--- src/rtl/edge_generator_timer_pkg.sv ---
// Shared timer definitions: default widths, the per-channel slice offset
// helper and the edge action encoding used by both the output-compare
// edge generator and the input-capture edge detector.
package edge_generator_timer_pkg;

    localparam int DEF_WIDTH = 8;
    localparam int DEF_CNT_W = 16;
    localparam int DEF_PRE_W = 8;

    // Edge action decoded from the rising/falling match pair.
    typedef enum logic [1:0] {
        EDGE_NONE   = 2'b00,
        EDGE_RISE   = 2'b01,
        EDGE_FALL   = 2'b10,
        EDGE_TOGGLE = 2'b11
    } edge_action_e;

    // Low bit offset of channel ch inside a packed WIDTH*CNT_W bus.
    function automatic int unsigned chan_lo(input int unsigned ch, input int unsigned cnt_w);
        return ch * cnt_w;
    endfunction

    // Both matches at once means the channel toggles.
    function automatic edge_action_e edge_action(input logic rise, input logic fall);
        edge_action_e act;
        case ({fall, rise})
            2'b01:   act = EDGE_RISE;
            2'b10:   act = EDGE_FALL;
            2'b11:   act = EDGE_TOGGLE;
            default: act = EDGE_NONE;
        endcase
        return act;
    endfunction

endpackage

--- src/rtl/edge_gen_channel.sv ---
// One output-compare channel: shadowed rise/fall compare values, match
// logic against the shared counter, the waveform flop and its edge pulse.
module edge_gen_channel
    import edge_generator_timer_pkg::*;
#(
    parameter int CNT_W = DEF_CNT_W
) (
    input  logic             clk,
    input  logic             rst,
    input  logic             tick,
    input  logic             copy,
    input  logic [CNT_W-1:0] count,
    input  logic [CNT_W-1:0] cmp_a_in,
    input  logic [CNT_W-1:0] cmp_b_in,
    input  logic             rise_en,
    input  logic             fall_en,
    output logic             signal,
    output logic             edge_generated
);

    logic [CNT_W-1:0] cmpa_act;
    logic [CNT_W-1:0] cmpb_act;
    logic             rise;
    logic             fall;
    edge_action_e     action;
    logic             signal_next;

    // Match against the current count and decode the level the pin takes next.
    always_comb begin
        rise        = rise_en && (count == cmpa_act);
        fall        = fall_en && (count == cmpb_act);
        action      = edge_action(rise, fall);
        signal_next = signal;
        case (action)
            EDGE_RISE:   signal_next = 1'b1;
            EDGE_FALL:   signal_next = 1'b0;
            EDGE_TOGGLE: signal_next = ~signal;
            default:     signal_next = signal;
        endcase
    end

    // Shadow compare registers, waveform flop and level-change pulse.
    always_ff @(posedge clk) begin
        if (rst) begin
            cmpa_act       <= '0;
            cmpb_act       <= '0;
            signal         <= 1'b0;
            edge_generated <= 1'b0;
        end else begin
            if (copy) begin
                cmpa_act <= cmp_a_in;
                cmpb_act <= cmp_b_in;
            end
            if (tick) begin
                signal <= signal_next;
            end
            edge_generated <= tick && (signal_next != signal);
        end
    end

endmodule

--- src/rtl/edge_generator_timer.sv ---
// Timer output-compare block: a shared up-counter with double-buffered
// period and per-channel compare values drives WIDTH waveform pins.
// Optional build macro EDGE_GEN_PRESCALE_EN adds a prescale input that
// divides the enabled clock into counter ticks.
module edge_generator_timer
    import edge_generator_timer_pkg::*;
#(
    parameter int WIDTH = DEF_WIDTH,
    parameter int CNT_W = DEF_CNT_W,
    parameter int PRE_W = DEF_PRE_W
) (
    input  logic                   clk,
    input  logic                   rst,
    input  logic                   enable,
`ifdef EDGE_GEN_PRESCALE_EN
    input  logic [PRE_W-1:0]       prescale,
`endif
    input  logic                   load,
    input  logic [CNT_W-1:0]       period,
    input  logic [WIDTH*CNT_W-1:0] cmp_a,
    input  logic [WIDTH*CNT_W-1:0] cmp_b,
    input  logic [WIDTH-1:0]       EDGEnA,
    input  logic [WIDTH-1:0]       EDGEnB,
    output logic [WIDTH-1:0]       signal,
    output logic [WIDTH-1:0]       edge_generated,
    output logic [CNT_W-1:0]       count,
    output logic                   wrap
);

    logic             tick;
    logic             at_term;
    logic             copy;
    logic             load_pending;
    logic [CNT_W-1:0] period_act;

`ifdef EDGE_GEN_PRESCALE_EN
    logic [PRE_W-1:0] pre_cnt;
    logic             pre_hit;

    // A '>=' hit keeps the divider bounded if prescale is lowered mid-count.
    assign pre_hit = (pre_cnt >= prescale);
    assign tick    = enable && pre_hit;

    // Prescale counter: runs 0..prescale while enabled, holds otherwise.
    always_ff @(posedge clk) begin
        if (rst) begin
            pre_cnt <= '0;
        end else if (enable) begin
            pre_cnt <= pre_hit ? '0 : pre_cnt + PRE_W'(1);
        end
    end
`else
    assign tick = enable;
`endif

    assign at_term = (count == period_act);

    // Shadow copy happens at the wrap tick (a load arriving in that same
    // cycle counts), or on the next clock if the timer is stopped with a
    // load still pending so software does not wait on a frozen counter.
    assign copy = (tick && at_term && (load || load_pending)) ||
                  (!enable && load_pending);

    // Counter, wrap pulse, active period and pending-load flag.
    always_ff @(posedge clk) begin
        if (rst) begin
            count        <= '0;
            wrap         <= 1'b0;
            period_act   <= '0;
            load_pending <= 1'b0;
        end else begin
            wrap <= tick && at_term;
            if (tick) begin
                count <= at_term ? '0 : count + CNT_W'(1);
            end
            if (copy) begin
                period_act <= period;
            end
            if (copy) begin
                load_pending <= 1'b0;
            end else if (load) begin
                load_pending <= 1'b1;
            end
        end
    end

    for (genvar i = 0; i < WIDTH; i++) begin : g_chan
        edge_gen_channel #(
            .CNT_W(CNT_W)
        ) u_chan (
            .clk            (clk),
            .rst            (rst),
            .tick           (tick),
            .copy           (copy),
            .count          (count),
            .cmp_a_in       (cmp_a[chan_lo(i, CNT_W) +: CNT_W]),
            .cmp_b_in       (cmp_b[chan_lo(i, CNT_W) +: CNT_W]),
            .rise_en        (EDGEnA[i]),
            .fall_en        (EDGEnB[i]),
            .signal         (signal[i]),
            .edge_generated (edge_generated[i])
        );
    end

endmodule

--- config.mk ---
export PLATFORM = sky130hd
export DESIGN_NAME = edge_generator_timer
export DESIGN_NICKNAME = d
export VERILOG_FILES = /design/src/rtl/edge_generator_timer_pkg.sv /design/src/rtl/edge_gen_channel.sv /design/src/rtl/edge_generator_timer.sv
export SDC_FILE = /design/constraint.sdc
export NUM_CORES = 1
export LEC_CHECK = 0
export CAP_MARGIN = 20
export CORE_UTILIZATION = 48
export CTS_BUF_LIST = sky130_fd_sc_hd__clkbuf_4 sky130_fd_sc_hd__clkbuf_8
export DETAILED_ROUTE_END_ITERATION = 10
export PLACE_DENSITY = 0.83
export SETUP_SLACK_MARGIN = 0.4
export SYNTH_ARGS = -nofsm -noshare
export SYNTH_HDL_FRONTEND = slang
export SYNTH_SLANG_ARGS = --single-unit
--- constraint.sdc ---
create_clock -name clk -period 2.1 [get_ports clk]
set_clock_uncertainty 0.2 [all_clocks]
set_input_delay 0.525 -clock clk [delete_from_list [all_inputs] [get_ports clk]]
set_output_delay 0.525 -clock clk [all_outputs]
set_load 0.02 [all_outputs]
* After elaboration in Yosys (flattened, before gate mapping)
Cells that the tools add are included.
Storage, ports and cells: logic and storage cells 166, output and inout port bits 33, input port bits 292, register bits after elaboration 306
Operators by class: bitwise operators 8, add/sub/neg operators 1, reductions and logical operators 31, eq/ne operators 73, mux-type cells 17
Operator list (number):
- $eq A16 B16 Y1 | 17
- $eq A2 B2 Y1 const B | 32
- $pmux W2 S3 | 8
- $eq A2 B1 Y1 const B | 16
- $logic_and A1 B1 Y1 | 27
- $pmux W1 S3 | 8
- $add A16 B1 Y16 const B | 1
- $mux W16 | 1
- $ne A1 B1 Y1 | 8
- $not A1 Y1 | 8
- $logic_or A1 B1 Y1 | 2
- $reduce_or A2 Y1 | 1
- $logic_not A1 Y1 | 1

* Logic depth before layout (Yosys ltp)
Gate-level depths: netlist (run 1).
word-level depth 8, depth in mapped cells 9, depth with buffers taken out 5

* Modules after synthesis
Synthesis (run 1) repeated with hierarchy kept, for this count alone.
Unflattened totals: cell total of the unflattened synthesis 1436, area total of the unflattened synthesis 14086.0 um^2
By module, submodules not included:
- edge_gen_channel | seq. area each 680.7 um^2, instances 8, cells each 157, area each 1550.2 um^2
- edge_generator_timer | seq. area each 680.7 um^2, instances 1, cells each 180, area each 1684.1 um^2

* Worst setup path after synthesis (run 1)
OpenSTA, ideal clock, no wires.
path type register to register, from reg count[3], to reg g_chan[5].u_chan.cmpb_act[10], buffers on the path 4, period minus slack after synthesis 2.341 ns, library setup time 0.132 ns, path slack -0.241 ns, stages on the path, launching flop included 10, arrival 2.009 ns, path through dfxtp_1 > clkbuf_1 > xnor2_1 > nand4_1 > o41a_1 > buf_2 > buf_6 > buf_4 > o21ai_1 > a21oi_1
Between the ends: cells in the longest elaborated chain, start to end 4
Ends and longest elaborated chain:
- start, declared | RTL line edge_generator_timer.sv:26 | output logic [CNT_W-1:0] count,
- start signal, assigned | RTL line edge_generator_timer.sv:74 | count <= at_term ? '0 : count + CNT_W'(1);
- $eq A16 B16 Y1 | RTL line edge_generator_timer.sv:56 | assign at_term = (count == period_act);
- $logic_and A1 B1 Y1 (2 in a row) | RTL line edge_generator_timer.sv:61 | assign copy = (tick && at_term && (load || load_pending)) ||
- $logic_or A1 B1 Y1 | RTL line edge_generator_timer.sv:61
- end signal, assigned | RTL line edge_gen_channel.sv:52 | cmpb_act <= cmp_b_in;
- end, declared | RTL line edge_gen_channel.sv:22 | logic [CNT_W-1:0] cmpb_act;
Every way passes these cells. A chain may end at the register's enable or synchronous reset.

* Worst setup path after layout (run 1)
from reg period_act[4], to reg g_chan[1].u_chan.cmpa_act[6]
Between the ends: cells in the longest elaborated chain, start to end 4
Ends and longest elaborated chain:
- start, declared | RTL line edge_generator_timer.sv:34 | logic [CNT_W-1:0] period_act;
- start signal, assigned | RTL line edge_generator_timer.sv:77 | period_act <= period;
- $eq A16 B16 Y1 | RTL line edge_generator_timer.sv:56
- $logic_and A1 B1 Y1 (2 in a row) | RTL line edge_generator_timer.sv:61
- $logic_or A1 B1 Y1 | RTL line edge_generator_timer.sv:61
- end signal, assigned | RTL line edge_gen_channel.sv:51 | cmpa_act <= cmp_a_in;
- end, declared | RTL line edge_gen_channel.sv:21 | logic [CNT_W-1:0] cmpa_act;
Every way passes these cells.

==> flow_metrics.py, run 1 <==
metrics = {
    "status": {
        "status": "finished with violations",
        "violations": "negative setup slack",
    },
    "worst_setup_path": {
        "regToRegSetupSlack_ns": -0.50,
        "worstPathArrival_ns": 2.84,
        "critPathCapture": "g_chan[1].u_chan.cmpa_act[6]$_SDFFE_PP0P_",
        "path_depth": 7,
        "path_cells": "xnor2_1, nand4_1, o41a_4, buf_12, buf_16, o21ai_0, a21oi_1",
        "max_stage_delay_ns": 0.55,
        "path_delay_family": "compound AO/OA/AOI/OAI gates",
        "path_buf_inv": 2,
        "reg2regPathDepth": 7,
        "cp.required_ns": 2.33,
        "worst-setup-path-type": "register to register",
        "cp_max_fo": 18,
        "critPathCaptureType": "register",
        "timing.rr.start": "period_act[4]$_SDFFE_PP0P_",
        "worst_setup_path_start_kind": "register",
        "cp-startpoint": "period_act[4]$_SDFFE_PP0P_",
        "slowest_stage": "o41a_4",
        "r2r-end": "g_chan[1].u_chan.cmpa_act[6]$_SDFFE_PP0P_",
    },
    "timing": {
        "max_slew_margin_pct": 38.8,
        "min_period_ns": 2.60,
        "max_freq_mhz": 384,
        "maxSlewViolCount": 0,
        "tightest_slew_ns": 0.918,
        "setup-violations-final": 305,
        "finalHoldViolCount": 0,
        "fin_crit_sh_pct": 124,
        "finalSetupTns_ns": -88.89,
        "setup_ws_ns": -0.504,
        "grt_setup_unrepaired": "yes",
    },
    "global_routing": {
        "grt_max_degree": 185,
        "grt_pass1_wl_um": 86100,
        "grt_pass1_vias": 16000,
        "antenna_found_initial": 1,
        "grt_use_total_pct": 35.2,
        "overflow": 0,
    },
    "final_layout": {
        "drive_gt1_share_pct": 23.8,
        "fin_nets": 2506,
        "syn_to_final_growth_pct": 49.5,
        "layout_common_cells": "clkdlybuf4s50_1 (290), dfxtp_1 (278), nand3_1 (233), a21oi_1 (219), xor2_1 (148)",
        "final_cells": 2651,
        "final_common_cell": "clkdlybuf4s50_1",
    },
    "cts": {
        "cts_tree": "yes",
        "clock_latency_ns": 0.59,
        "ctsHoldBuffers": 0,
        "cts_root_buffer": "clkbuf_8",
        "h-tree-depth": 2,
        "path_clk_slew_ns": 0.07,
        "numCtsBuffers": 50,
        "clk_path_buf_depth": 3,
        "cts_sinks": 306,
    },
    "die": {
        "dieArea_sq_um": 32000,
        "core_sq_um": 30700,
        "rows": 64,
        "die_w_um": 179,
        "die_h_um": 179,
        "initial_utilization_pct": 48.9,
        "io_pins": 325,
    },
    "routing": {
        "drt_iter0_drc": 1918,
        "wl_per_cell_um": 23.8,
        "antenna_left": 0,
        "routed_wl_um": 63000,
        "viasPerCell": 6.31,
        "dr.pass1.iters": 6,
        "drc": 0,
        "vias": 16700,
    },
    "power_and_ir_drop": {
        "leakage_nw": 8.69,
        "power.density_nw_per_um2": 807,
        "p_comb_share_pct": 30.0,
        "switching_power_mw": 5.78,
        "pwr-share-clk_pct": 33.1,
        "power_mw": 18.1,
        "p_sw_share_pct": 31.9,
        "p_seq_share_pct": 37.0,
        "internal-power_mw": 12.3,
        "ir_drop_mv": 0.580,
    },
    "placement": {
        "numPortBuffers": 324,
        "routabilityCongestion": 0.890,
        "post-dp-hpwl_um": 37600,
        "place_inst": 2492,
    },
    "run": {
        "maxCapViolCount": 0,
    },
    "synth": {
        "avgSynthCellArea_sq_um": 8.22,
        "syn-num-nets": 2117,
        "ys_top_cells_by_area": "dfxtp_1 (41%), nand3_1 (9.5%), a21oi_1 (9.2%)",
        "yosys.area.top_type": "dfxtp_1",
        "ys_ff_latch": 306,
        "synth_cell_types": 37,
        "ys_seq_area_share_pct": 40.8,
        "synthCells": 1824,
        "syn_area_sq_um": 15000,
        "yosys_warnings": 0,
        "synth.top_cell.area_share_pct": 40.8,
    },
    "worst_hold_path": {
        "hold_class": "input port to register",
    },
}
==> metal layers <==
layer	vias up	routed length (um)	GRT usage [%]
met4	0	5150	24.0
met1	7889	22200	41.2
met5	-	0	0
li1	7240	-	-
met3	393	6540	6.96
met2	1194	29100	58.2
==> power groups by stage <==
stage,Sequential (mW),Clock (mW),Combinational (mW)
2_1_floorplan,6.67,0,2.44
3_3_place_gp,6.72,0,4.06
3_5_place_dp,6.75,0,4.17
4_1_cts,6.64,5.88,4.72
5_1_grt,6.72,6.23,5.68
6_report,6.69,5.99,5.42
==> worst min path at each step <==
stage	depth (start not counted)	end	startpoint	slack (ns)
finish	5	g_chan[1].u_chan.edge_generated$_SDFF_PP0_	rst	0.24
global route	5	g_chan[1].u_chan.edge_generated$_SDFF_PP0_	rst	0.23
CTS	5	g_chan[1].u_chan.edge_generated$_SDFF_PP0_	rst	0.22
detailed placement	2	g_chan[5].u_chan.cmpb_act[0]$_SDFFE_PP0P_	g_chan[5].u_chan.cmpb_act[0]$_SDFFE_PP0P_	0.28
global placement	2	g_chan[6].u_chan.cmpb_act[6]$_SDFFE_PP0P_	g_chan[6].u_chan.cmpb_act[6]$_SDFFE_PP0P_	0.27
floorplan	2	g_chan[1].u_chan.edge_generated$_SDFF_PP0_	g_chan[1].u_chan.signal$_SDFFE_PP0P_	0.25
==> timing repair <==
| item | 4_1_cts | 5_1_grt |
|---|---|---|
| pin swaps | 21 | 55 |
| cloned | 5 | 10 |
| endpoints found under the setup margin | 339 | 339 |
| gates resized for setup | 347 | 152 |
| setup buffers | 46 | 4 |
==> through the flow <==
step	hold WS, ns	worst slack (ns)	utilization, %	cell area (sq um)
CTS	0.221	-0.177	70.6	21600
finish	0.238	-0.504	73.1	22400
detailed placement	0.278	-0.518	63.4	19500
global route	0.230	-0.506	73.1	22400
global placement	0.271	-0.494	63.4	19500
floorplan	0.253	0.00217	-	15300
==> flip-flops by register name, indices dropped and copies added, names as in the netlist <==
name                          flops
count                            16
g_chan.u_chan.cmpa_act          128
g_chan.u_chan.cmpb_act          128
g_chan.u_chan.edge_generated      8
g_chan.u_chan.signal              8
load_pending                      1
period_act                       16
wrap                              1
==> logic make-up after synthesis <==
| group | share of synthesized area, % |
|---|---|
| buffers and inverters | 7.19 |
| AOI/OAI and AO/OA | 19.6 |
| muxes | 0.0667 |
| DFF | 40.8 |
| adders and majority gates | 0.0834 |
| and+or+nand+nor | 15.6 |
| xor gates and xnor gates | 16.6 |
==> synthesized netlist by cell type, drive strengths merged <==
cell,n
dfxtp,306
nand3,284
o21ai,279
a21oi,276
xor2,148
xnor2,134
clkbuf,115
buf,94
nor4,45
nand4,36
nand2,30
nor2,20
nor3,9
a31o,6
and3,6
nand4b,5
o311ai,5
o31ai,5
inv,4
nor4b,3
or4b,3
a21o,1
and4,1
ha,1
mux2i,1
nand2b,1
nand3b,1
nor2b,1
o41a,1
o41ai,1
or3,1
or4,1
==> final cells by class <==
type / count / area [sq um]
multi-input cells: 1305 / 8540
clock inverters: 15 / 211
repair buffers: 546 / 6040
well taps: 396 / 495
inverters: 4 / 15.0
diodes: 3 / 7.51
clock buffers: 76 / 921
fillers: 1935 / 8250
flip-flops and latches: 306 / 6190
==> worst register-to-register path, cell delays in order (launching register included) <==
cell	delay, ns
dfxtp_1	0.35
xnor2_1	0.28
nand4_1	0.28
o41a_4	0.55
buf_12	0.17
buf_16	0.17
o21ai_0	0.30
a21oi_1	0.15
No activity file was read; power rests on OpenSTA's default activity.
==> inputs of run 2 (changes only) <==
MAX_ROUTING_LAYER = met4   (was not set)
==> flow_metrics.py, run 2 <==
metrics = {
    "global_routing": {
        "overflow": 29,
        "grt_use_total_pct": 57.8,
        "grt_max_degree": 194,
    },
    "synth": {
        "yosys.area_share.simple_pct": 15.6,
        "synthArstFlopShare_pct": 0,
        "syn_area_sq_um": 15000,
        "synth.top_cell.area_share_pct": 40.8,
        "synthCells": 1824,
        "yosys.area.top_type": "dfxtp_1",
        "synth_common_cells": "dfxtp_1 (306), nand3_1 (284), a21oi_1 (276)",
        "ys_ff_latch": 306,
        "ys_seq_area_share_pct": 40.8,
        "synth_compound_area_share_pct": 19.6,
        "synth_top_family_by_area": "compound AO/OA/AOI/OAI gates",
        "avgSynthCellArea_sq_um": 8.22,
        "ys_top_cells_by_area": "dfxtp_1 (41%), nand3_1 (9.5%), a21oi_1 (9.2%)",
        "synth_most_common_cell": "dfxtp_1",
        "synthAdderAreaFrac_pct": 0.0834,
        "synth-xor-area-share_pct": 16.6,
        "synth_cell_types": 37,
        "syn-num-nets": 2117,
        "synth_edf_count": 0,
        "yosys_warnings": 0,
        "synth_mux_area_share_pct": 0.0667,
        "synth_ff_type": "dfxtp_1",
    },
    "die": {
        "io_pins": 325,
        "rows": 64,
        "initial_utilization_pct": 48.9,
        "die_w_um": 179,
        "die_h_um": 179,
    },
    "placement": {
        "routabilityCongestion": 0.918,
        "numPortBuffers": 324,
        "place_ws_ns": -0.443,
        "post-dp-hpwl_um": 37100,
        "place_inst": 2489,
    },
    "cts": {
        "h-tree-depth": 2,
        "clk_path_buf_depth": 3,
        "cts_sinks": 306,
        "ctsHoldBuffers": 0,
        "cts_root_buffer": "clkbuf_8",
        "numCtsBuffers": 51,
    },
    "status": {
        "error": "[ERROR GRT-0232] Routing congestion too high. Check the congestion heatmap in the GUI.",
        "status": "stopped before the end",
        "haltStage": "global routing (5_1_grt)",
    },
    "timing": {
        "crit_endpoint": "g_chan[5].u_chan.cmpa_act[15]$_SDFFE_PP0P_/D",
        "endpoint_type": "sequential cell input",
    },
}
## run 2: what timing repair did
action | in CTS
resized for setup | 359
endpoints found under the setup margin | 339
pin swaps | 11
gates cloned | 4
setup buffers | 47
## run 2: cell families after synthesis
family          count (synthesis)
compound gates                574
simple gates                  447
flops                         306
xor+xnor                      282
buf+inv                       213
mux                             1
fa+ha+maj                       1
## run 2: per-layer routing
layer	global-route usage (%)	GRT overflow
met1	64.8	5
met2	70.1	15
met3	41.4	3
met4	39.7	6
met5	-	-
## run 2: stage by stage
stage | instance area (sq um) | setup TNS, ns
floorplan | 15300 | 0
global placement | 19500 | -70.54
detailed placement | 19500 | -87.58
CTS | 21600 | -27.20
==> inputs of run 3 (changes only) <==
CORE_UTILIZATION = 40   (was 48)
CTS_BUF_LIST = not set   (was sky130_fd_sc_hd__clkbuf_4 sky130_fd_sc_hd__clkbuf_8)
MAX_ROUTING_LAYER = not set   (was met4)
PLACE_DENSITY = not set   (was 0.83)
PLACE_DENSITY_LB_ADDON = 0.15   (was not set)
SETUP_SLACK_MARGIN = not set   (was 0.4)
clock period = 2.75 ns   (was 2.1 ns; I/O delays follow)
==> flow_metrics.py, run 3 (same netlist as run 1, synthesis figures left out) <==
metrics = {
    "routing": {
        "antenna_left": 0,
        "routed_wl_um": 52400,
        "dr.pass1.iters": 5,
        "drc": 0,
        "vias": 14100,
        "viasPerCell": 5.54,
        "drt_iter0_drc": 707,
        "wl_per_cell_um": 20.6,
    },
    "run": {
        "maxCapViolCount": 0,
    },
    "worst_setup_path": {
        "timing.rr.start": "count[6]$_SDFFE_PP0P_",
        "max_stage_delay_ns": 0.62,
        "slowest_stage": "clkdlybuf4s50_1",
        "path_delay_family": "buffers and inverters",
        "critPathCaptureType": "output pin",
        "regToRegSetupSlack_ns": 0.16,
        "reg2regPathDepth": 7,
        "path_buf_inv": 2,
        "path_cells": "buf_4, clkdlybuf4s50_1",
        "worstPathArrival_ns": 1.83,
        "cp.required_ns": 1.86,
        "r2r-end": "g_chan[1].u_chan.cmpa_act[5]$_SDFFE_PP0P_",
        "worst-setup-path-type": "register to output pin",
        "cp_max_fo": 5,
        "worst_setup_path_start_kind": "register",
    },
    "power_and_ir_drop": {
        "power.density_nw_per_um2": 636,
        "internal-power_mw": 9.05,
        "pwr-share-clk_pct": 36.9,
        "p_comb_share_pct": 23.4,
        "p_seq_share_pct": 39.7,
        "switching_power_mw": 3.72,
        "ir_drop_mv": 0.317,
        "leakage_nw": 7.56,
        "p_sw_share_pct": 29.1,
    },
    "timing": {
        "min_period_ns": 2.72,
        "finalSetupTns_ns": 0,
        "maxSlewViolCount": 0,
        "max_slew_margin_pct": 32.7,
        "tightest_slew_ns": 1.01,
        "finalHoldViolCount": 0,
        "max_freq_mhz": 368,
        "holdWs_ns": 0.287,
        "fin_crit_sh_pct": 98.8,
        "grt_setup_unrepaired": "no",
        "setup-violations-final": 0,
    },
    "die": {
        "initial_utilization_pct": 40.8,
        "io_pins": 325,
        "rows": 70,
        "dieArea_sq_um": 38300,
        "die_h_um": 196,
        "die_w_um": 196,
        "core_sq_um": 36800,
    },
    "cts": {
        "post_cts_buffers": 0,
        "path_clk_slew_ns": 0.06,
        "h-tree-depth": 2,
        "ctsHoldBuffers": 0,
        "cts_tree": "yes",
        "cts_root_buffer": "clkbuf_16",
        "numCtsBuffers": 35,
        "clk_path_buf_depth": 3,
        "cts_sinks": 306,
        "clock_latency_ns": 0.51,
    },
    "global_routing": {
        "grt_use_total_pct": 26.7,
        "grt_pass1_wl_um": 79600,
        "grt_pass1_vias": 13800,
        "overflow": 0,
        "antenna_found_initial": 2,
        "grt_max_degree": 202,
    },
    "placement": {
        "place_inst": 2484,
        "place_area_sq_um": 18900,
        "post-dp-hpwl_um": 35200,
        "routabilityCongestion": 0.840,
        "numPortBuffers": 324,
    },
    "worst_hold_path": {
        "hold_depth": 2,
        "hold_class": "register to register",
        "holdPathEnd": "g_chan[2].u_chan.cmpb_act[11]$_SDFFE_PP0P_",
        "min-delay-start": "g_chan[2].u_chan.cmpb_act[11]$_SDFFE_PP0P_",
    },
    "final_layout": {
        "final_common_cell": "clkdlybuf4s50_1",
        "layout_common_cells": "clkdlybuf4s50_1 (321), dfxtp_1 (290), nand3_1 (284), a21oi_1 (275), o21ai_0 (258)",
        "final_cells": 2543,
        "num-fill-cells": 3431,
        "drive_gt1_share_pct": 7.76,
        "syn_to_final_growth_pct": 33.9,
        "reg_top3": "g_chan.u_chan.cmpa_act: 128 flops, g_chan.u_chan.cmpb_act: 128 flops",
        "fin_nets": 2346,
        "fin_area_sq_um": 20100,
    },
    "status": {
        "status": "finished, final reports clean",
    },
}
==> run 3: routing by layer <==
layer / part of all wire [%] / vias to the layer above / track usage [%]
li1: - / 6869 / -
met1: 45 / 6711 / 36.9
met2: 47 / 445 / 43.4
met4: 2.0 / 2 / 7.03
met5: 0.025 / - / 0
met3: 6.1 / 73 / 3.96
==> run 3: worst register-to-register path, stage by stage (launching register included) <==
cell,delay (ns)
dfxtp_2,0.51
xnor2_1,0.16
nand4_1,0.22
o41ai_4,0.60
buf_12,0.28
buf_12,0.24
nand3_1,0.13
a21oi_1,0.17
==> run 3: worst max-delay path by stage <==
stage                           from                                    endpoint  slack, ns  cells past startpoint
4_1_cts        count[2]$_SDFFE_PP0P_                                    count[2]       0.01                      2
3_5_place_dp                  enable  g_chan[3].u_chan.edge_generated$_SDFF_PP0_       0.02                      8
3_3_place_gp                  enable  g_chan[4].u_chan.edge_generated$_SDFF_PP0_       0.07                      6
6_report       count[8]$_SDFFE_PP0P_                                    count[8]       0.03                      2
2_1_floorplan  count[3]$_SDFFE_PP0P_  g_chan[5].u_chan.cmpb_act[10]$_SDFFE_PP0P_       0.41                      9
5_1_grt        count[2]$_SDFFE_PP0P_                                    count[2]     0.0005                      2
==> run 3: final cells by class <==
cell class,count,area (sq um),share of cell area (%)
Multi-Input combinational cell,1305,7830,39.0
Sequential cell,306,6150,30.6
Inverter,4,15.0,0.0748
Timing Repair Buffer,401,4340,21.6
Tap cell,468,586,2.92
Clock buffer,47,1020,5.10
Clock inverter,11,133,0.660
Antenna cell,1,2.50,0.0125
==> run 3: per-stage QoR <==
step                      total power [mW]  setup slack [ns]  util, %
after global routing                  13.3          0.000544     54.6
after global placement                8.11            0.0693     51.4
after detailed placement              8.14            0.0233     51.4
final                                 12.8            0.0332     54.6
after floorplan                       6.90             0.409        -
after CTS                             12.9            0.0105     54.6
==> run 3: power by group through the flow <==
| stage | Sequential (mW) | Combinational [mW] | Clock (mW) |
|---|---|---|---|
| floorplan | 5.10 | 1.80 | 0 |
| finish | 5.07 | 2.99 | 4.71 |
| global route | 5.11 | 3.27 | 4.97 |
| detailed placement | 5.16 | 2.98 | 0 |
| CTS | 5.06 | 3.00 | 4.79 |
| global placement | 5.15 | 2.97 | 0 |
==> run 3: what timing repair did <==
item / in CTS / in global routing
resized for setup: 5 / 0
pin swaps: 0 / 1
gates cloned: 0 / 0
setup endpoints to repair: 3 / 3
